<file path="config.mk">
export PLATFORM = sky130hd
export DESIGN_NAME = issue_ctrl
export DESIGN_NICKNAME = d
export VERILOG_FILES = /design/src/rtl/issue_ctrl_pkg.sv /design/src/rtl/issue_scoreboard.sv /design/src/rtl/issue_ctrl.sv
export SDC_FILE = /design/constraint.sdc
export NUM_CORES = 1
export LEC_CHECK = 0
export BUFFER_PORTS_ARGS = -buffer_cell sky130_fd_sc_hd__buf_2
export CAP_MARGIN = 20
export CORE_MARGIN = 5
export CORE_UTILIZATION = 50
export DETAILED_ROUTE_END_ITERATION = 6
export HOLD_SLACK_MARGIN = 0.03
export PLACE_DENSITY = 0.81
export SLEW_MARGIN = 15
export SYNTH_ARGS = -nofsm -noshare
export SYNTH_HDL_FRONTEND = slang
export SYNTH_SLANG_ARGS = --single-unit
</file>
<file path="constraint.sdc">
create_clock -name clk_i -period 5.12 [get_ports clk_i]
set_input_delay 0.512 -clock clk_i [delete_from_list [all_inputs] [get_ports clk_i]]
set_output_delay 0.512 -clock clk_i [all_outputs]
set_load 0.05 [all_outputs]
</file>
<file path="src/rtl/issue_ctrl_pkg.sv">
// issue_ctrl_pkg: shared definitions for the issue-stage controller.
// Carries the FSM state encodings, the register-reference bundle used by
// the scoreboard, and small helpers for one-hot register decode.
// Also provides fallback zone definitions when the shared RISC-V
// definitions have not already been seen by the compiler.
// Optional feature macro used by this slice: ISSUE_WB_BYPASS_EN.

`ifndef ZONE_RANGE
`define ZONE_RANGE 2:0
`endif
`ifndef ZONE_LOADQ
`define ZONE_LOADQ 3'd2
`endif

package issue_ctrl_pkg;

    // Controller states, kept as plain constants for legacy tool flows.
    localparam logic [1:0] ST_RUN  = 2'd0;
    localparam logic [1:0] ST_ERR  = 2'd1;
    localparam logic [1:0] ST_HALT = 2'd2;

    // Architectural integer register count tracked by the scoreboard.
    localparam int unsigned C_NREGS = 32;

    // One register operand as seen by the hazard check: used flag plus index.
    typedef struct packed {
        logic       used;
        logic [4:0] addr;
    } reg_ref_t;

    // One-hot decode of a register index.
    function automatic logic [C_NREGS-1:0] reg_onehot(input logic [4:0] idx);
        logic [C_NREGS-1:0] oh;
        oh = '0;
        oh[idx] = 1'b1;
        return oh;
    endfunction

    // Hazard contribution of a single operand; x0 never carries a hazard.
    function automatic logic ref_hazard(input reg_ref_t r,
                                        input logic [C_NREGS-1:0] pend);
        return r.used & (r.addr != 5'd0) & pend[r.addr];
    endfunction

endpackage

</file>
<file path="src/rtl/issue_scoreboard.sv">
// issue_scoreboard: pending-load scoreboard for the issue stage.
// Tracks which registers have an outstanding load, how many loads are in
// flight, and reports whether the presented instruction hits a pending
// register. With ISSUE_WB_BYPASS_EN defined, a writeback in the current
// cycle is already visible to the hazard check; otherwise the check only
// sees the registered pending vector.

import issue_ctrl_pkg::*;

module issue_scoreboard #(
    parameter int C_LQ_DEPTH = 4
) (
    input  logic       clk_i,
    input  logic       resetb_i,
    input  reg_ref_t   rs1_i,
    input  reg_ref_t   rs2_i,
    input  reg_ref_t   rd_i,
    input  logic       set_i,
    input  logic [4:0] set_addr_i,
    input  logic       wb_valid_i,
    input  logic [4:0] wb_addr_i,
    output logic       hazard_o,
    output logic       lq_full_o,
    output logic       lq_empty_o,
    output logic       lq_busy_o
);

    localparam int CW = $clog2(C_LQ_DEPTH + 1);
    localparam logic [CW-1:0] C_FULL = CW'(C_LQ_DEPTH);

    logic [C_NREGS-1:0] pend_q, pend_d;
    logic [CW-1:0]      count_q, count_d;
    logic               busy_q;
    logic               wbEff;
    logic [C_NREGS-1:0] pendView;

    // A writeback with nothing outstanding is a no-op, so it neither clears
    // nor decrements.
    assign wbEff = wb_valid_i & (count_q != '0);

`ifdef ISSUE_WB_BYPASS_EN
    // The retiring register is treated as already free for this cycle's check.
    assign pendView = pend_q & ~(wbEff ? reg_onehot(wb_addr_i) : '0);
`else
    // Hazard check sees only the registered state; a retiring load still
    // blocks its dependants for the writeback cycle itself.
    assign pendView = pend_q;
`endif

    assign hazard_o   = ref_hazard(rs1_i, pendView)
                      | ref_hazard(rs2_i, pendView)
                      | ref_hazard(rd_i,  pendView);
    assign lq_full_o  = (count_q == C_FULL);
    assign lq_empty_o = (count_q == '0);
    assign lq_busy_o  = busy_q;

    // Next pending vector and load count: clear first so a same-index set
    // in the same cycle wins; set and retire together leave the count as is.
    always_comb begin
        pend_d  = pend_q;
        count_d = count_q;
        if (wbEff) begin
            pend_d = pend_d & ~reg_onehot(wb_addr_i);
        end
        if (set_i && (set_addr_i != 5'd0)) begin
            pend_d = pend_d | reg_onehot(set_addr_i);
        end
        pend_d[0] = 1'b0;
        case ({set_i, wbEff})
            2'b10:   count_d = count_q + CW'(1);
            2'b01:   count_d = count_q - CW'(1);
            default: count_d = count_q;
        endcase
    end

    // Scoreboard registers; busy is registered from the next count so it
    // tracks the count with no combinational path to the output.
    always_ff @(posedge clk_i or negedge resetb_i) begin
        if (!resetb_i) begin
            pend_q  <= '0;
            count_q <= '0;
            busy_q  <= 1'b0;
        end else begin
            pend_q  <= pend_d;
            count_q <= count_d;
            busy_q  <= (count_d != '0);
        end
    end

endmodule

</file>
<file path="src/rtl/issue_ctrl.sv">
// issue_ctrl: issue-stage controller between decode and execute.
// Accepts one decoded instruction per cycle into a single output register,
// stalls on hazards against outstanding loads, serialises CSR accesses
// behind a drained pipeline, and on an illegal instruction pulses excep_o
// and halts until a flush.
// Optional feature macro: ISSUE_WB_BYPASS_EN (writeback bypass into the
// hazard check, implemented inside issue_scoreboard).

`ifndef ZONE_RANGE
`define ZONE_RANGE 2:0
`endif
`ifndef ZONE_LOADQ
`define ZONE_LOADQ 3'd2
`endif

import issue_ctrl_pkg::*;

module issue_ctrl #(
    parameter int C_LQ_DEPTH  = 4,
    parameter int C_PAYLOAD_W = 64
) (
    input  logic                   clk_i,
    input  logic                   resetb_i,
    input  logic                   ids_valid_i,
    output logic                   ids_ready_o,
    input  logic [C_PAYLOAD_W-1:0] ids_payload_i,
    input  logic                   ins_err_i,
    input  logic [`ZONE_RANGE]     zone_i,
    input  logic                   regd_tgt_i,
    input  logic [4:0]             regd_addr_i,
    input  logic                   regs1_rd_i,
    input  logic [4:0]             regs1_addr_i,
    input  logic                   regs2_rd_i,
    input  logic [4:0]             regs2_addr_i,
    input  logic                   csr_rd_i,
    input  logic                   csr_wr_i,
    output logic                   exs_valid_o,
    input  logic                   exs_ready_i,
    output logic [C_PAYLOAD_W-1:0] exs_payload_o,
    input  logic                   lq_wb_valid_i,
    input  logic [4:0]             lq_wb_addr_i,
    input  logic                   flush_i,
    output logic                   excep_o,
    output logic                   lq_busy_o
);

    generate
        if (C_LQ_DEPTH < 1) begin : g_bad_depth
            $error("issue_ctrl: C_LQ_DEPTH must be at least 1");
        end
    endgenerate

    logic [1:0]             state_q, state_d;
    logic                   exs_valid_q, exs_valid_d;
    logic [C_PAYLOAD_W-1:0] exs_payload_q, exs_payload_d;

    logic isLoad;
    logic isCsr;
    logic space;
    logic hazard;
    logic lqFull;
    logic lqEmpty;
    logic idsReady;
    logic accept;
    logic acceptIns;
    logic acceptErr;
    logic loadSet;

    assign isLoad = (zone_i == `ZONE_LOADQ);
    assign isCsr  = csr_rd_i | csr_wr_i;
    assign space  = ~exs_valid_q | exs_ready_i;

    issue_scoreboard #(
        .C_LQ_DEPTH (C_LQ_DEPTH)
    ) u_scoreboard (
        .clk_i      (clk_i),
        .resetb_i   (resetb_i),
        .rs1_i      ('{used: regs1_rd_i, addr: regs1_addr_i}),
        .rs2_i      ('{used: regs2_rd_i, addr: regs2_addr_i}),
        .rd_i       ('{used: regd_tgt_i, addr: regd_addr_i}),
        .set_i      (loadSet),
        .set_addr_i (regd_addr_i),
        .wb_valid_i (lq_wb_valid_i),
        .wb_addr_i  (lq_wb_addr_i),
        .hazard_o   (hazard),
        .lq_full_o  (lqFull),
        .lq_empty_o (lqEmpty),
        .lq_busy_o  (lq_busy_o)
    );

    // Ready decision: only RUN accepts, never during a flush. An illegal
    // instruction only needs a free output slot since it is never forwarded;
    // CSR accesses wait for no loads in flight and an empty output register.
    always_comb begin
        idsReady = 1'b0;
        if (!flush_i && (state_q == ST_RUN)) begin
            if (ids_valid_i && ins_err_i) begin
                idsReady = space;
            end else begin
                idsReady = space
                         & ~hazard
                         & ~(isLoad & lqFull)
                         & ~(isCsr & (~lqEmpty | exs_valid_q));
            end
        end
    end

    assign ids_ready_o = idsReady;
    assign accept      = ids_valid_i & idsReady;
    assign acceptIns   = accept & ~ins_err_i;
    assign acceptErr   = accept & ins_err_i;
    assign loadSet     = acceptIns & isLoad & regd_tgt_i;

    // Controller FSM: an accepted illegal instruction spends one cycle in ERR
    // (the exception pulse) and then parks in HALT until flushed.
    always_comb begin
        state_d = state_q;
        case (state_q)
            ST_RUN:  if (acceptErr) state_d = ST_ERR;
            ST_ERR:  state_d = ST_HALT;
            ST_HALT: state_d = ST_HALT;
            default: state_d = ST_RUN;
        endcase
        if (flush_i) begin
            state_d = ST_RUN;
        end
    end

    // Output register: flush empties it, an accepted legal instruction
    // refills it, otherwise it drains when execute consumes. The payload is
    // held after draining so it only changes on a new issue.
    always_comb begin
        exs_valid_d   = exs_valid_q;
        exs_payload_d = exs_payload_q;
        if (flush_i) begin
            exs_valid_d = 1'b0;
        end else if (acceptIns) begin
            exs_valid_d   = 1'b1;
            exs_payload_d = ids_payload_i;
        end else if (exs_ready_i) begin
            exs_valid_d = 1'b0;
        end
    end

    // State and output register update.
    always_ff @(posedge clk_i or negedge resetb_i) begin
        if (!resetb_i) begin
            state_q       <= ST_RUN;
            exs_valid_q   <= 1'b0;
            exs_payload_q <= '0;
        end else begin
            state_q       <= state_d;
            exs_valid_q   <= exs_valid_d;
            exs_payload_q <= exs_payload_d;
        end
    end

    assign exs_valid_o   = exs_valid_q;
    assign exs_payload_o = exs_payload_q;
    assign excep_o       = (state_q == ST_ERR);

endmodule
</file>
# After elaboration in Yosys (flattened, before gate mapping)

Index checks and enable logic that the tools add are counted.

Bits in registers: 102
Bits of input ports: 99
Output and inout bits: 68
Word-level logic and storage cells: 90

Add/sub/neg operators: 2
$lt $le $gt $ge: 6
Equal/unequal tests: 7
Multiplexer cells: 21
Bitwise operators: 32
Reductions and logical operators: 16

Operators by type and width:

| operator                                                          | number |
|---|---|
| 2-to-1 mux 32 bit                                                 | 2 |
| AND 32 bit                                                        | 1 |
| inverter 32 bit                                                   | 1 |
| bitwise OR 32 bit                                                 | 1 |
| < comparator 5 x 6 -> 1 bit, second input constant                | 4 |
| AND 1 bit                                                         | 17 |
| binary-select mux 1 bit (select 5 bit)                            | 3 |
| nonzero test 5 bit                                                | 3 |
| demux 1 bit (select 5 bit)                                        | 2 |
| greater-or-equal comparator 5 x 1 -> 1 bit, second input constant | 2 |
| 2-to-1 mux 1 bit                                                  | 10 |
| nonzero test 3 bit                                                | 3 |
| inverter 1 bit                                                    | 7 |
| case mux 3 bit (2 select lines)                                   | 1 |
| logical AND 1 bit                                                 | 5 |
| bitwise OR 1 bit                                                  | 5 |
| equality test 2 x 1 -> 1 bit, second input constant               | 2 |
| equality test 2 bit, second input constant                        | 2 |
| 2-to-1 mux 2 bit                                                  | 2 |
| case mux 2 bit (2 select lines)                                   | 1 |
| adder 3 x 1 -> 3 bit, second input constant                       | 1 |
| equality test 3 x 2 -> 1 bit, second input constant               | 1 |
| equality test 3 bit, second input constant                        | 1 |
| zero test 3 bit                                                   | 1 |
| other kinds (6)                                                   | 6 |

# Logic depth before layout (Yosys ltp)

Depth after elaboration: 18
Mapped depth: 15
Mapped depth without buffers: 14

# Modules after synthesis

Synthesis repeated with hierarchy kept, for this count alone.

Cells, all modules: 381
Area, all modules: 4963.5 µm²

Modules (own cells, without submodules):

| module           | instances | cells each | area each (µm²) | sequential area each (µm²) |
|---|---|---|---|---|
| issue_ctrl       | 1         | 164        | 2652.5          | 1676.6 |
| issue_scoreboard | 1         | 217        | 2311.0          | 875.8 |

# Worst setup path before layout

Ideal clock, no wire load.

Kind: input to register
Start point: in regs2_addr_i[1]
End point: reg u_scoreboard.busy_q, in the netlist u_scoreboard.lq_busy_o
Setup time: 0.131 ns
Arrival time: 3.616 ns
Required time: 4.989 ns
Slack: 1.373 ns
Cell stages on the path: 15
Buffers on the path: 2
Path through: clkbuf_1 mux4_2 mux2i_1 nor2_1 o311ai_1 nand4_2 buf_2 or2_2 ha_1 inv_1 fa_1 xor2_1 nor2_1 xor2_1 or3_1

Cells in the longest elaborated chain, start to end: 18
Elaborated cells on any way between the ends: 21
Classes of those cells: 2 x eq/ne; 5 x mux; 12 x bitwise; 2 x reduce/logical

RTL lines:

| what                                                                                | line                   | source |
|---|---|---|
| from (decl)                                                                         | issue_ctrl.sv:34       | `input logic [4:0] regs2_addr_i,` |
| binary-select mux 1 bit (select 5 bit) / nonzero test 5 bit (equally long branches) | issue_ctrl_pkg.sv:42   | `return r.used & (r.addr != 5'd0) & pend[r.addr];` |
| 2-to-1 mux 1 bit (not written as such) / AND 1 bit (equally long branches)          | issue_ctrl_pkg.sv:42   |  |
| AND 1 bit (*)                                                                       | issue_ctrl_pkg.sv:42   |  |
| bitwise OR 1 bit (*)                                                                | issue_scoreboard.sv:51 | `\| ref_hazard(rs2_i, pendView)` |
| bitwise OR 1 bit (*)                                                                | issue_scoreboard.sv:52 | `\| ref_hazard(rd_i, pendView);` |
| inverter 1 bit (*)                                                                  | issue_ctrl.sv:101      | `& ~hazard` |
| AND 1 bit (*)                                                                       | issue_ctrl.sv:101      |  |
| AND 1 bit (*)                                                                       | issue_ctrl.sv:102      | `& ~(isLoad & lqFull)` |
| [2 not listed]                                                                      | -                      |  |
| 2-to-1 mux 1 bit (*)                                                                | issue_ctrl.sv:96       | `if (!flush_i && (state_q == ST_RUN)) begin` |
| AND 1 bit (*)                                                                       | issue_ctrl.sv:109      | `assign accept = ids_valid_i & idsReady;` |
| AND 1 bit (*)                                                                       | issue_ctrl.sv:110      | `assign acceptIns = accept & ~ins_err_i;` |
| AND 1 bit (*) (2 in series)                                                         | issue_ctrl.sv:112      | `assign loadSet = acceptIns & isLoad & regd_tgt_i;` |
| equality test 2 x 1 -> 1 bit / equality test 2 bit (equally long branches)          | issue_scoreboard.sv:69 | `case ({set_i, wbEff})` |
| case mux 3 bit (2 select lines) (*)                                                 | issue_scoreboard.sv:69 |  |
| named net u_scoreboard.count_d[2]                                                   | issue_scoreboard.sv:32 | `logic [CW-1:0] count_q, count_d;` |
| nonzero test 3 bit (*)                                                              | issue_scoreboard.sv:86 | `busy_q <= (count_d != '0);` |
| to (signal assigned)                                                                | issue_scoreboard.sv:86 |  |
| to (decl)                                                                           | issue_scoreboard.sv:33 | `logic busy_q;` |

Mark *: on every way through the listed nets, which the timed path passes. The rest lies on a longest branch. The select of a mux whose other input is x is not followed.
A chain may end at the register's enable or synchronous reset.

# Worst setup path after layout

Start point: in regs1_addr_i[0]
End point: reg u_scoreboard.busy_q, in the netlist u_scoreboard.lq_busy_o

Cells in the longest elaborated chain, start to end: 18
Elaborated cells on any way between the ends: 21
Classes of those cells: 2 x eq/ne; 5 x mux; 12 x bitwise; 2 x reduce/logical

RTL lines:

| what                                                                                | line                   | source |
|---|---|---|
| from (decl)                                                                         | issue_ctrl.sv:32       | `input logic [4:0] regs1_addr_i,` |
| binary-select mux 1 bit (select 5 bit) / nonzero test 5 bit (equally long branches) | issue_ctrl_pkg.sv:42   |  |
| 2-to-1 mux 1 bit (not written as such) / AND 1 bit (equally long branches)          | issue_ctrl_pkg.sv:42   |  |
| AND 1 bit (*)                                                                       | issue_ctrl_pkg.sv:42   |  |
| bitwise OR 1 bit (*)                                                                | issue_scoreboard.sv:51 |  |
| bitwise OR 1 bit (*)                                                                | issue_scoreboard.sv:52 |  |
| inverter 1 bit (*)                                                                  | issue_ctrl.sv:101      |  |
| AND 1 bit (*)                                                                       | issue_ctrl.sv:101      |  |
| AND 1 bit (*)                                                                       | issue_ctrl.sv:102      |  |
| [2 not listed]                                                                      | -                      |  |
| 2-to-1 mux 1 bit (*)                                                                | issue_ctrl.sv:96       |  |
| AND 1 bit (*)                                                                       | issue_ctrl.sv:109      |  |
| AND 1 bit (*)                                                                       | issue_ctrl.sv:110      |  |
| AND 1 bit (*) (2 in series)                                                         | issue_ctrl.sv:112      |  |
| equality test 2 x 1 -> 1 bit / equality test 2 bit (equally long branches)          | issue_scoreboard.sv:69 |  |
| case mux 3 bit (2 select lines) (*)                                                 | issue_scoreboard.sv:69 |  |
| named net u_scoreboard.count_d[2]                                                   | issue_scoreboard.sv:32 |  |
| nonzero test 3 bit (*)                                                              | issue_scoreboard.sv:86 |  |

Marked as above.

==> impl_table.tex <==
\begin{tabular}{lr}
\hline
Metric & Value \\
\hline
\multicolumn{2}{l}{\textbf{Power and ir drop}} \\
\quad Part of the total power dissipated in sequential elements & around a third \\
\quad Static Leakage & about 2.9 nW \\
\quad Net Switching & approximately 1.6 mW \\
\quad Relative contribution of combinational cells to total power & 48.3\% \\
\quad P\_int & about 1.8 mW \\
\quad Peak supply drop & around 0.53 mV \\
\quad Sw frac & roughly 48\% \\
\quad Total Power & 3.425 mW \\
\quad Pwr dens & approximately 550 nW/um\^{}2 \\
\quad Clock Power Share & about 16\% \\
\multicolumn{2}{l}{\textbf{Drt}} \\
\quad Detailed-route via count & between 3k and 4k \\
\quad Final routed DRC violation total & 0 \\
\quad Final routed wirelength across all metal layers & 13,510 microns \\
\quad Starting DRC count in detailed routing & 187 \\
\quad Routed vias/inst & 5.783 \\
\quad Number of antenna-violating nets in the routed design & 0 \\
\quad First-pass DRT Iterations & 4 \\
\quad Wire length per cell & about 20 microns \\
\multicolumn{2}{l}{\textbf{Layout}} \\
\quad Final instance area & roughly 6200 sq um \\
\quad Layout cells sized above 1 & around 50\% \\
\quad Layout Nets & between 600 and 700 \\
\quad Synthesis-to-layout area growth & 22.43\% \\
\quad Count of antenna diodes in the layout & 0 \\
\multicolumn{2}{l}{\textbf{STA}} \\
\quad Tmin final & about 3.5 ns \\
\quad Worst-Margin Slew & 1.078 ns \\
\quad Final setup skew & around 0.010 ns \\
\quad Number of hold violations in the final report & 0 \\
\quad RSZ-0062 raised after global routing & no \\
\quad Worst slack on hold paths & around 0.13 ns \\
\quad Total negative slack for setup checks & 0 ns \\
\quad Relative max-transition margin & 28.13\% \\
\quad Achievable Freq & $\sim$280 MHz \\
\quad Final critical-path share of the clock period & about 70\% \\
\quad \# setup viols final & 0 \\
\quad Final Max Slew Viols & 0 \\
\quad Final worst setup slack & $\sim$1.6 ns \\
\multicolumn{2}{l}{\textbf{Placed design}} \\
\quad Number of buffers inserted by port buffering & around 170 \\
\quad Post-detailed-placement cell area & approximately 6000 sq um \\
\quad Half-perimeter wire length of the detailed placement result & 10,290 microns \\
\quad Global placement routability congestion & about 0.90 \\
\quad Setup WS pre-CTS & roughly 1.2 ns \\
\multicolumn{2}{l}{\textbf{Logic synthesis}} \\
\quad Sequential fraction of the synthesis area & roughly half \\
\quad Most instantiated flip-flop cell in the synthesis netlist & dfrtp\_1 \\
\quad Post-Synthesis Mean Instance Area & approximately 13 sq um \\
\quad Top post-synthesis cells by area & dfrtp\_1 (51\%), mux2\_2 (16\%), mux4\_2 (8.5\%), o31ai\_1 (4.6\%), o21ai\_0 (3.5\%) \\
\quad Seq cells post-synth & 102 \\
\quad Cell Area, Synth & about 5000 sq um \\
\quad Fraction of registers with async set/reset & 100.0\% \\
\quad Mapped Nets & between 400 and 500 \\
\quad Cell count after synthesis & around 390 \\
\quad Post-synth top area share & 50.57\% \\
\quad Post-synth EDFFs & 0 \\
\quad Synth area leader & dfrtp\_1 \\
\quad Netlist cell types & 45 \\
\quad Total of warnings raised by yosys & 0 \\
\multicolumn{2}{l}{\textbf{Setup path}} \\
\quad Critical Path Source Type & input port \\
\quad Largest driver fanout on the critical path & 12 \\
\quad Critical path's slowest cell & mux4\_2 \\
\quad Endpoint kind of the worst setup timing path & register \\
\quad Critical path type & in2reg \\
\quad Required time of the critical path & approximately 5.4 ns \\
\quad Most prevalent standard cell on the critical path & xor2\_1 \\
\quad Data arrival time of the critical path & 3.80 ns \\
\quad List of cells traversed by the critical path & buf\_2 > mux4\_2 > mux2\_2 > a221o\_1 > a41oi\_2 > nand4\_4 > or2\_2 > ha\_1 > inv\_1 > fa\_1 > xor2\_1 > nor2\_1 > xor2\_1 > or3\_1 \\
\quad Biggest cell delay along the critical path & between 0.5 and 0.6 ns \\
\multicolumn{2}{l}{\textbf{Global routing}} \\
\quad Final global-route overflow total & 0 \\
\quad Pin count of the biggest net entering global routing & 97 \\
\quad Antenna violations before repair & 0 \\
\quad Vias in the first global route & roughly 4.4k \\
\quad First-pass GRT wire length & around 23,000 microns \\
\quad Global-route usage over all layers & 22.55\% \\
\multicolumn{2}{l}{\textbf{Clock network}} \\
\quad Clock latency on the worst-skew pair & approximately 0.37 ns \\
\quad Hold Buf Count CTS & 0 \\
\quad Cell at the root of the clock tree & clkbuf\_8 \\
\quad Resize count post-CTS & 0 \\
\quad Post-CTS setup buffer count & 0 \\
\quad Clock buffer depth & 2 \\
\quad Reg clk slew, reported paths & 0.09 ns \\
\quad Clock sink count & $\sim$100 \\
\quad Total CTS buffers & 9 \\
\quad Number of levels in the clock H-tree & 3 \\
\quad Clock tree from TritonCTS & yes \\
\multicolumn{2}{l}{\textbf{Floorplanning}} \\
\quad DIE AREA & 12,200 sq um \\
\quad Ports & between 150 and 200 \\
\quad Core area & around 9800 sq um \\
\quad Die Y-Extent & 110.5 microns \\
\quad Starting utilization of the core area & between 50 and 60\% \\
\quad Number of placement rows & 36 \\
\quad Width of the die & 110.5 microns \\
\multicolumn{2}{l}{\textbf{Run status}} \\
\quad Status & finished clean \\
\multicolumn{2}{l}{\textbf{Flow run}} \\
\quad Max-capacitance violation count & 0 \\
\multicolumn{2}{l}{\textbf{Min path}} \\
\quad Worst hold-check path type & in2async \\
\hline
\end{tabular}
Yosys cell counts, types with 2 or more instances:
cell,n
a21oi_1,4
buf_1,2
buf_2,8
buf_6,3
clkbuf_1,7
dfrtp_1,102
ha_1,3
inv_1,8
mux2_2,70
mux2i_1,11
mux4_2,19
nand2_1,17
nand3_1,10
nand3b_1,7
nor2_1,13
nor2b_1,6
nor3b_1,3
o21ai_0,35
o31ai_1,31
o41a_1,2
or2_2,2
or3_1,2
or3b_2,3
xor2_1,2
path summary, 6_finish.rpt:
check,cells after the start,end,startpoint,slack (ns)
min reg2reg,1,exs_payload_o[58],exs_payload_o[58],0.51
max,14,u_scoreboard.lq_busy_o,regs1_addr_i[0],1.57
min in group clk_i,2,state_q[1],flush_i,0.32
max reg2reg,13,u_scoreboard.lq_busy_o,u_scoreboard.pendView[31],1.64
max in group asynchronous,2,exs_payload_o[35],resetb_i,3.86
min,1,exs_payload_o[34],resetb_i,0.13
registers in the layout, summed over array words and instances, names as in the netlist:
register,cells
state_q,2
u_scoreboard.pendView,31
u_scoreboard.lq_busy_o,1
exs_valid_o,1
u_scoreboard.count_q,3
exs_payload_o,64
cell usage in the layout, fill, tap and decap left out, drive strengths merged, types with 2 or more instances in the layout:
| master | synthesis | layout |
|---|---|---|
| buf | 14 | 168 |
| dfrtp | 102 | 102 |
| mux2 | 70 | 70 |
| o21ai | 35 | 35 |
| o31ai | 31 | 31 |
| mux4 | 19 | 19 |
| nand2 | 17 | 17 |
| nor2 | 13 | 13 |
| mux2i | 11 | 11 |
| clkbuf | 7 | 11 |
| nand3 | 10 | 10 |
| inv | 8 | 8 |
| nand3b | 7 | 7 |
| nor2b | 6 | 6 |
| a21oi | 4 | 4 |
| nor3b | 3 | 3 |
| or3b | 3 | 3 |
| ha | 3 | 3 |
| clkinv | 0 | 3 |
| o41a | 2 | 2 |
| or2 | 2 | 2 |
| or3 | 2 | 2 |
| xor2 | 2 | 2 |
| bufinv | 0 | 2 |
final cells by class:
class | instances | area, sq um
Tap cell | 133 | 166.4
Clock buffer | 11 | 141.4
Fill cell | 809 | 3640
Timing Repair Buffer | 168 | 848.3
Multi-Input combinational cell | 260 | 2359
Sequential cell | 102 | 2552
Inverter | 8 | 30.03
Clock inverter | 5 | 82.58
stage by stage:
stage	instances	utilization, %
after detailed placement	671	60.65
after global placement	671	60.65
after CTS	687	62.93
after floorplan	391	-
final	687	62.93
after global routing	687	62.93
power groups by stage:
stage               Sequential [mW]  Combinational, mW  Clock, mW
finish                         1.21               1.66      0.561
global placement               1.20               1.64          0
global route                   1.24               1.74      0.609
detailed placement             1.22               1.67          0
CTS                            1.21               1.67      0.570
floorplan                      2.09              0.353          0
metal layers:
metal,global-route usage [%],vias up,wire (microns)
li1,-,1792,-
met1,26.70,1953,5111
met2,36.85,203,6576
met3,8.972,25,1496
met4,8.867,0,330
met5,0,-,0
logic make-up (layout without fill, tap and decap cells):
kind of cell | after synthesis | count (layout) | synth area share [%]
compound gates | 86 | 86 | 11.48
xor+xnor | 3 | 3 | 0.5207
fa+ha+maj | 4 | 4 | 1.140
buf+inv | 29 | 192 | 2.876
flops | 102 | 102 | 50.57
mux | 100 | 100 | 26.28
simple gates | 67 | 67 | 7.140
worst max-delay path, delay by kind of cell:
family,cells,cell delay [ns]
compound gates,2,0.58
xor+xnor,2,0.31
fa+ha+maj,2,0.39
buf+inv,2,0.36
mux,2,0.81
simple gates,4,0.81
No activity file was read; power rests on OpenSTA's default activity.
